**src/rtl/pulse_stretcher_pkg.sv**
```systemverilog
// rtl/pulse_stretcher_pkg.sv - state encodings and sizing helper for the pulse stretcher
package pulse_stretcher_pkg;

    localparam logic [1:0] ENC_IDLE = 2'd0;
    localparam logic [1:0] ENC_HIGH = 2'd1;
    localparam logic [1:0] ENC_LOW  = 2'd2;

    typedef enum logic [1:0] {
        ST_IDLE = ENC_IDLE,
        ST_HIGH = ENC_HIGH,
        ST_LOW  = ENC_LOW
    } state_t;

    // Phase timer must hold the larger of the two terminal values.
    function automatic int cnt_width(input int high_cycles, input int low_cycles);
        int longest;
        longest = (high_cycles > low_cycles) ? high_cycles : low_cycles;
        return $clog2(longest + 1);
    endfunction

endpackage

```
**src/rtl/pulse_stretcher_if.sv**
```systemverilog
// rtl/pulse_stretcher_if.sv - event strobe in, stretched pulse and status out
interface pulse_stretcher_if #(
    parameter int PEND_W = 4
);
    logic              i_event;
    logic              o_out;
    logic              o_busy;
    logic [PEND_W-1:0] o_pending;
    logic              o_drop;

    modport master (
        output i_event,
        input  o_out, o_busy, o_pending, o_drop
    );

    modport slave (
        input  i_event,
        output o_out, o_busy, o_pending, o_drop
    );
endinterface

```
**src/rtl/pulse_timer.sv**
```systemverilog
// rtl/pulse_timer.sv - phase timer that stops at its limit and never wraps
module pulse_timer #(
    parameter int CNT_W = 7
) (
    input  logic             i_clk,
    input  logic             i_rst_n,
    input  logic             i_clear,
    input  logic             i_en,
    input  logic [CNT_W-1:0] i_limit,
    output logic             o_done
);

    logic [CNT_W-1:0] count;

    assign o_done = i_en && (count == i_limit);

    always_ff @(posedge i_clk or negedge i_rst_n) begin
        if (!i_rst_n) begin
            count <= '0;
        end else if (i_clear) begin
            count <= '0;
        end else if (i_en && !o_done) begin
            count <= count + 1'b1;
        end
    end

endmodule

```
**src/rtl/pulse_stretcher.sv**
```systemverilog
// rtl/pulse_stretcher.sv - stretches event strobes into queued blinks with min high/low times
module pulse_stretcher
    import pulse_stretcher_pkg::*;
#(
    parameter int HIGH_CYCLES = 99,
    parameter int LOW_CYCLES  = 99,
    parameter int PEND_W      = 4
) (
    input  logic               i_clk,
    input  logic               i_rst_n,
    pulse_stretcher_if.slave   bus
);

    localparam int               CNT_W      = cnt_width(HIGH_CYCLES, LOW_CYCLES);
    localparam logic [CNT_W-1:0] HIGH_LIMIT = CNT_W'(HIGH_CYCLES - 1);
    localparam logic [CNT_W-1:0] LOW_LIMIT  = CNT_W'(LOW_CYCLES - 1);
    localparam logic [PEND_W-1:0] PEND_MAX  = '1;

    state_t            state;
    logic              out_q;
    logic              busy_q;
    logic [PEND_W-1:0] pending;
    logic              drop_q;

    logic              timer_en;
    logic              timer_clear;
    logic              timer_done;
    logic [CNT_W-1:0]  timer_limit;

    logic              low_end;
    logic              consume;
    logic              incr;
    logic [PEND_W-1:0] pending_next;
    logic              drop_next;

    assign timer_en    = (state != ST_IDLE);
    assign timer_limit = (state == ST_LOW) ? LOW_LIMIT : HIGH_LIMIT;
    assign timer_clear = (state == ST_IDLE) || timer_done;

    pulse_timer #(
        .CNT_W (CNT_W)
    ) u_timer (
        .i_clk   (i_clk),
        .i_rst_n (i_rst_n),
        .i_clear (timer_clear),
        .i_en    (timer_en),
        .i_limit (timer_limit),
        .o_done  (timer_done)
    );

    // An event landing on the last LOW cycle with nothing queued starts the
    // next blink directly, so it is neither queued nor consumed.
    assign low_end = (state == ST_LOW) && timer_done;
    assign consume = low_end && (pending != '0);
    assign incr    = timer_en && bus.i_event && !(low_end && (pending == '0));

    always_comb begin
        pending_next = pending;
        drop_next    = 1'b0;
        if (incr && !consume) begin
            if (pending == PEND_MAX) begin
                drop_next = 1'b1;
            end else begin
                pending_next = pending + 1'b1;
            end
        end else if (consume && !incr) begin
            pending_next = pending - 1'b1;
        end
    end

    always_ff @(posedge i_clk or negedge i_rst_n) begin
        if (!i_rst_n) begin
            state   <= ST_IDLE;
            out_q   <= 1'b0;
            busy_q  <= 1'b0;
            pending <= '0;
            drop_q  <= 1'b0;
        end else begin
            pending <= pending_next;
            drop_q  <= drop_next;
            case (state)
                ST_IDLE: begin
                    if (bus.i_event) begin
                        state  <= ST_HIGH;
                        out_q  <= 1'b1;
                        busy_q <= 1'b1;
                    end
                end
                ST_HIGH: begin
                    if (timer_done) begin
                        state <= ST_LOW;
                        out_q <= 1'b0;
                    end
                end
                ST_LOW: begin
                    if (timer_done) begin
                        if ((pending != '0) || bus.i_event) begin
                            state <= ST_HIGH;
                            out_q <= 1'b1;
                        end else begin
                            state  <= ST_IDLE;
                            busy_q <= 1'b0;
                        end
                    end
                end
                default: begin
                    state  <= ST_IDLE;
                    out_q  <= 1'b0;
                    busy_q <= 1'b0;
                end
            endcase
        end
    end

    assign bus.o_out     = out_q;
    assign bus.o_busy    = busy_q;
    assign bus.o_pending = pending;
    assign bus.o_drop    = drop_q;

endmodule

```
**src/flat_wrapper.sv**
```systemverilog
// flat-port wrapper written by rule: the top's interface ports become plain ports
module pulse_stretcher_flat import pulse_stretcher_pkg::*;
#(
    parameter int HIGH_CYCLES = 99,
    parameter int LOW_CYCLES  = 99,
    parameter int PEND_W      = 4
)
  (i_clk, i_rst_n, bus_i_event, bus_o_out, bus_o_busy, bus_o_pending, bus_o_drop);
  pulse_stretcher_if #(.PEND_W(PEND_W)) bus_i ();
  input  logic i_clk;
  input  logic i_rst_n;
  input wire logic [$bits(bus_i.i_event)-1:0] bus_i_event;
  output wire logic [$bits(bus_i.o_out)-1:0] bus_o_out;
  output wire logic [$bits(bus_i.o_busy)-1:0] bus_o_busy;
  output wire logic [$bits(bus_i.o_pending)-1:0] bus_o_pending;
  output wire logic [$bits(bus_i.o_drop)-1:0] bus_o_drop;
  assign bus_i.i_event = bus_i_event;
  assign bus_o_out = bus_i.o_out;
  assign bus_o_busy = bus_i.o_busy;
  assign bus_o_pending = bus_i.o_pending;
  assign bus_o_drop = bus_i.o_drop;
  pulse_stretcher #(.HIGH_CYCLES(HIGH_CYCLES), .LOW_CYCLES(LOW_CYCLES), .PEND_W(PEND_W)) u_core (.i_clk(i_clk), .i_rst_n(i_rst_n), .bus(bus_i));
endmodule
```
**config.mk**
```make
export PLATFORM = sky130hd
export DESIGN_NAME = pulse_stretcher_flat
export DESIGN_NICKNAME = d
export VERILOG_FILES = /design/src/rtl/pulse_stretcher_pkg.sv /design/src/rtl/pulse_stretcher_if.sv /design/src/rtl/pulse_timer.sv /design/src/rtl/pulse_stretcher.sv /design/src/flat_wrapper.sv
export SDC_FILE = /design/constraint.sdc
export NUM_CORES = 1
export LEC_CHECK = 0
export BUFFER_PORTS_ARGS = -buffer_cell sky130_fd_sc_hd__buf_4
export CAP_MARGIN = 20
export CORE_MARGIN = 8
export CORE_UTILIZATION = 45
export DETAILED_ROUTE_END_ITERATION = 10
export GPL_TIMING_DRIVEN = 0
export PLACE_DENSITY = 0.68
export REMOVE_ABC_BUFFERS = 1
export SLEW_MARGIN = 10
export SYNTH_ARGS = -nofsm -noshare
export SYNTH_HDL_FRONTEND = slang
export SYNTH_SLANG_ARGS = --single-unit
```
**constraint.sdc**
```tcl
create_clock -name i_clk -period 3.4 [get_ports i_clk]
set_input_delay 0.51 -clock i_clk [delete_from_list [all_inputs] [get_ports i_clk]]
set_output_delay 0.51 -clock i_clk [all_outputs]
set_load 0.02 [all_outputs]
```
-- After elaboration in Yosys (flattened, before gate mapping)
Cells that the tools add are included.
- equal/unequal tests: 10
- bitwise gates (word level): 1
- muxes and demuxes: 20
- $add $sub $neg: 3
- reductions and logical operators: 25
- operators by type and width (kind ; number):
    two-way mux 7 bit ; 2
    two-way mux 4 bit ; 3
    logical AND 1 bit ; 9
    two-way mux 1 bit ; 9
    inequality test 2 bit, second input constant ; 4
    AND reduction 4 bit ; 2
    adder 7 x 1 -> 7 bit, second input constant ; 1
    == test 7 bit, second input constant ; 1
    two-way mux 2 bit ; 3
    case mux 1 bit (3 select lines) ; 2
    case mux 2 bit (3 select lines) ; 1
    nonzero test 2 bit ; 3
    adder 4 x 1 -> 4 bit, second input constant ; 1
    == test 4 bit, second input constant ; 1
    logical NOT 1 bit ; 4
    logical NOT 4 bit ; 1
    inequality test 2 x 1 -> 1 bit, second input constant ; 2
    nonzero test 4 bit ; 1
    subtractor 4 x 1 -> 4 bit, second input constant ; 1
    AND reduction 3 bit ; 1
    == test 2 x 1 -> 1 bit, second input constant ; 1
    == test 2 bit, second input constant ; 1
    logical NOT 2 bit ; 1
    logical OR 1 bit ; 2
    2 further kinds ; 2
- input port bits: 3
- register bits after elaboration: 16
- output and inout port bits: 7
- logic and storage cells: 65

-- Depth between registers and ports, before layout
- word-level depth: 10
- depth in mapped cells: 11
- depth with buffers taken out: 11

-- Cells and area by module
Synthesis repeated with hierarchy kept, for this count alone.
- cells, all modules: 98
- area total of the unflattened synthesis: 1018.5 µm²
- modules (own cells, without submodules) (module ; area an instance (µm²) ; instances ; sequential area each (µm²) ; cells each):
    pulse_stretcher ; 523.0 ; 1 ; 225.2 ; 49
    pulse_timer ; 495.5 ; 1 ; 175.2 ; 49

-- Worst setup path before layout
Ideal clock, no wire load.
- path type: register -> register
- start: register u_core.u_timer.count[4]
- end: register u_core.pending[3] (netlist: u_core.bus.o_pending[3])
- setup time: 0.081 ns
- data arrival time: 2.236 ns
- slack: 1.084 ns
- cell stages (with the launch flop): 10
- clock period less this slack: 2.316 ns
- data required time: 3.319 ns
- buffers on the path: 0
- cell sequence: dfrtp_1 -> or4b_4 -> o21ai_2 -> a21bo_2 -> ha_1 -> a21o_1 -> a21oi_1 -> a211oi_1 -> a31oi_1 -> xnor2_1
- word-level cells in the longest chain between the ends: 10
- elaborated cells between the ends (all ways): 15
- those cells by class: eq/ne: 2; mux: 1; reduce/logical: 12
- RTL lines (what ; RTL line ; source):
    start, declared ; pulse_timer.sv:13 ; logic [CNT_W-1:0] count;
    start signal, assigned ; pulse_timer.sv:23 ; count <= count + 1'b1;
    == test 7 bit * ; pulse_timer.sv:15 ; assign o_done = i_en && (count == i_limit);
    logical AND 1 bit * ; pulse_timer.sv:15 ;
    logical AND 1 bit * ; pulse_stretcher.sv:53 ; assign low_end = (state == ST_LOW) && timer_done;
    logical AND 1 bit ; pulse_stretcher.sv:55 ; assign incr = timer_en && bus.i_event && !(low_end && (pending == '0));
    logical NOT 1 bit ; pulse_stretcher.sv:55 ;
    logical AND 1 bit ; pulse_stretcher.sv:55 ;
    logical NOT 1 bit ; pulse_stretcher.sv:66 ; end else if (consume && !incr) begin
    logical AND 1 bit ; pulse_stretcher.sv:66 ;
    nonzero test 2 bit (no line) ; -- ;
    AND reduction 2 bit (no line) ; -- ;
    end signal, assigned ; pulse_stretcher.sv:79 ; pending <= pending_next;
    end, declared ; pulse_stretcher.sv:22 ; logic [PEND_W-1:0] pending;
Mark *: on every way between the ends. The rest lies on a longest branch, timed or not.
A chain may end at the register's enable or synchronous reset.

-- Worst setup path after layout
Ends and elaborated chain as after synthesis.

==> metrics.txt <==
Core Rows=16; CTS tree=done; vias in the first global route=528; WS Path Type=register to register; RSZ-0062 raised after global routing=false; Die H=60.3 um; area leader, netlist=dfrtp_1; Critical Path AT=2.71 ns; max_slew headroom=64.3%; VDD IR-drop max=0.000517 V; met2 WL post-DR=between 600 and 700 um; # DRC=0; Inserted Clock Buffers=3; DR top layer=met4; first-pass GRT wire length=2330 um; Root Buffer=clkbuf_4; placed inst area=967 sq um; initial antenna violation count=0; sequential power share=roughly 43%; Metal-1 WL=674 um; clock buffer depth=2; grt ovf=0; Seq cells post-synth=16; Detailed Route WL=1420 um; Post-CTS Setup Inserts=0; Lkg Pwr=0.479 nW; Final Cycle Share=73.4%; share of cells above drive strength 1=22.6%; count of final setup violators=0; switching portion of total power=~38%; Critical Path RT=3.62 ns; Syn Inst Count=82; Critical Path End Type=register; CP startpoint kind=register; vias per inst=5.05; Worst R2R Path Depth=9; ant diodes=0; # nets final=102; post-DR wirelength/cell=between 10 and 15 um; antenna viol nets, final=0; crit-path max FO=4; Die Wd=60.3 um; Min-Delay Path Class=input port to async pin; Clk pin slew, worst setup/hold paths=0.09 ns; H-Tree Depth=1; status=finished, final reports clean; Synth warnings=0; clk sinks=16; Port Buffers=9; combinational cell fraction of total power=42.5%; Starting Density=46.4%; Fmax achieved=401 MHz; Pint=0.000518 W; top-level I/O count=10; total core area=0.00190 sq mm; met3 wire len=about 90 um; initial drt markers=10; setup TNS=0 ns; Vias=606; power share of the clock group=~14%; Sw Pwr=0.000324 W; top post-synthesis cells by area=dfrtp_1 45%, ha_1 5.7%, nor2_1 5.1%; Synth top area share=45.4%; fin area=between 0.001 and 0.0015 sq mm; final hold vios=0; Layout Area Growth over Synthesis=13.8%; library cells used by synthesis=32; largest net degree at the start of global routing=17; HPWL after DPL=about 1100 um; gr usage total=under 10%; worst slew pin tran=between 0.5 and 0.6 ns; Pre-antenna DRT Iters=6; Max-Cap Viols=0; CTS Hold Buffers Added=0; Period minus WS final=2.49 ns; synthesized area=882 sq um; post-CTS sizing=0; full die area=about 0.0036 sq mm; Worst Skew=0.00872 ns; sequential fraction of the synthesis area=a little under half; Post-Syn Area per Cell=10.8 sq um; Final GP Congestion=0.829; clk_lat worst skew=0.28 ns; PwrDens=around 840 mW/mm^2; max-slew violation count=0; fill count=174
[registers in the layout (all words and copies together) (netlist names)]
register and flops:
u_core.bus.o_drop 1, u_core.bus.o_busy 1, u_core.bus.o_pending 4, u_core.u_timer.count 7
u_core.state 2, u_core.bus.o_out 1
[critical path: stages, from the launching register on]
cell and delay, ns:
dfrtp_1 0.43, or4b_4 0.60, o21ai_2 0.21, a21bo_2 0.22, ha_1 0.24, a21o_1 0.15, a21oi_1 0.20, a211oi_1 0.08
a31oi_1 0.18, xnor2_1 0.13
[cells in the mapped netlist]
library cell   n
a31oi_1        1
o2bb2ai_2      1
a21boi_0       1
a21o_1         1
dfrtp_1       16
mux2i_1        1
or4b_4         1
o21ai_0        1
o211a_1        1
nor2_1        12
buf_6          1
nor2_8         1
nand4_1        1
a21bo_2        1
nand3_1        2
o21ai_2        1
and3_2         1
xnor2_1        4
inv_1          4
fa_1           1
xor2_1         4
a21oi_1        3
mux2_4         2
o32ai_1        1
nor4_1         1
o22ai_1        2
a211oi_1       2
ha_1           4
nand2_1        7
buf_2          1
and3_1         1
or4_1          1
[cell families (layout without fill, tap and decap cells)]
| logic type | Yosys count | in the layout | share of synthesized area (%) |
|---|---|---|---|
| buffers and inverters | 6 | 17 | 3.54 |
| AO/OA/AOI/OAI | 16 | 16 | 13.8 |
| multiplexers | 3 | 3 | 4.54 |
| XOR/XNOR | 8 | 8 | 7.94 |
| adder cells (fa/ha/maj) | 5 | 5 | 7.94 |
| AND/OR/NAND/NOR | 28 | 28 | 16.9 |
| flip-flops | 16 | 16 | 45.4 |
[worst paths after layout]
| check | startpoint | endpoint | slack [ns] |
|---|---|---|---|
| max | u_core.u_timer.count[4] | u_core.bus.o_pending[3] | 0.91 |
| min | i_rst_n | u_core.state[1] | 0.07 |
| max reg2reg | u_core.u_timer.count[4] | u_core.bus.o_pending[3] | 0.91 |
| min reg2reg | u_core.u_timer.count[0] | u_core.u_timer.count[0] | 0.49 |
| max in group asynchronous | i_rst_n | u_core.u_timer.count[2] | 3.14 |
| min in group i_clk | u_core.u_timer.count[0] | u_core.u_timer.count[0] | 0.49 |
[placed cells by master (no fill, tap or decap), drive strengths merged]
cell type,netlist,layout
a21boi,1,1
buf,2,9
o21ai,2,2
nand4,1,1
o22ai,2,2
ha,4,4
and3,2,2
xor2,4,4
mux2i,1,1
nand3,2,2
a21bo,1,1
dfrtp,16,16
a21oi,3,3
o2bb2ai,1,1
a21o,1,1
inv,4,4
clkbuf,0,4
mux2,2,2
fa,1,1
a31oi,1,1
xnor2,4,4
o211a,1,1
nand2,7,7
or4,1,1
o32ai,1,1
nor4,1,1
or4b,1,1
a211oi,2,2
nor2,13,13
[through the flow]
step | std cells | setup WS [ns] | hold WS, ns | utilization (%) | power (W)
after floorplan | 80 | 1.08 | 0.214 | - | 0.000615
final | 120 | 0.905 | 0.0654 | 52.8 | 0.000842
after CTS | 120 | 0.896 | 0.0578 | 52.8 | 0.000855
after global placement | 116 | 0.922 | 0.379 | 50.9 | 0.000715
after global routing | 120 | 0.752 | 0.0539 | 52.8 | 0.000914
after detailed placement | 116 | 0.928 | 0.383 | 50.9 | 0.000726
[layout make-up]
cell class / count / area, sq um / area share, %
clock buffers: 4 / 36.3 / 3.62
repair buffers: 9 / 67.6 / 6.73
well taps: 27 / 33.8 / 3.37
flip-flops and latches: 16 / 400 / 39.9
multi-input cells: 60 / 450 / 44.9
inverters: 4 / 15.0 / 1.50
[power groups by stage]
stage          clock network, W  registers (W)  logic [W]
6_report               0.000121       0.000363   0.000358
5_1_grt                0.000137       0.000377   0.000400
4_1_cts                0.000129       0.000363   0.000363
3_5_place_dp                  0       0.000367   0.000359
3_3_place_gp                  0       0.000361   0.000353
2_1_floorplan                 0       0.000392   0.000223
[metal layers]
layer | track usage (%) | vias up
li1 | - | 310
met1 | 11.1 | 285
met2 | 12.0 | 9
met3 | 4.73 | 2
met4 | 2.04 | 0
met5 | 0 | -
Power figures use the tool's default switching activity.
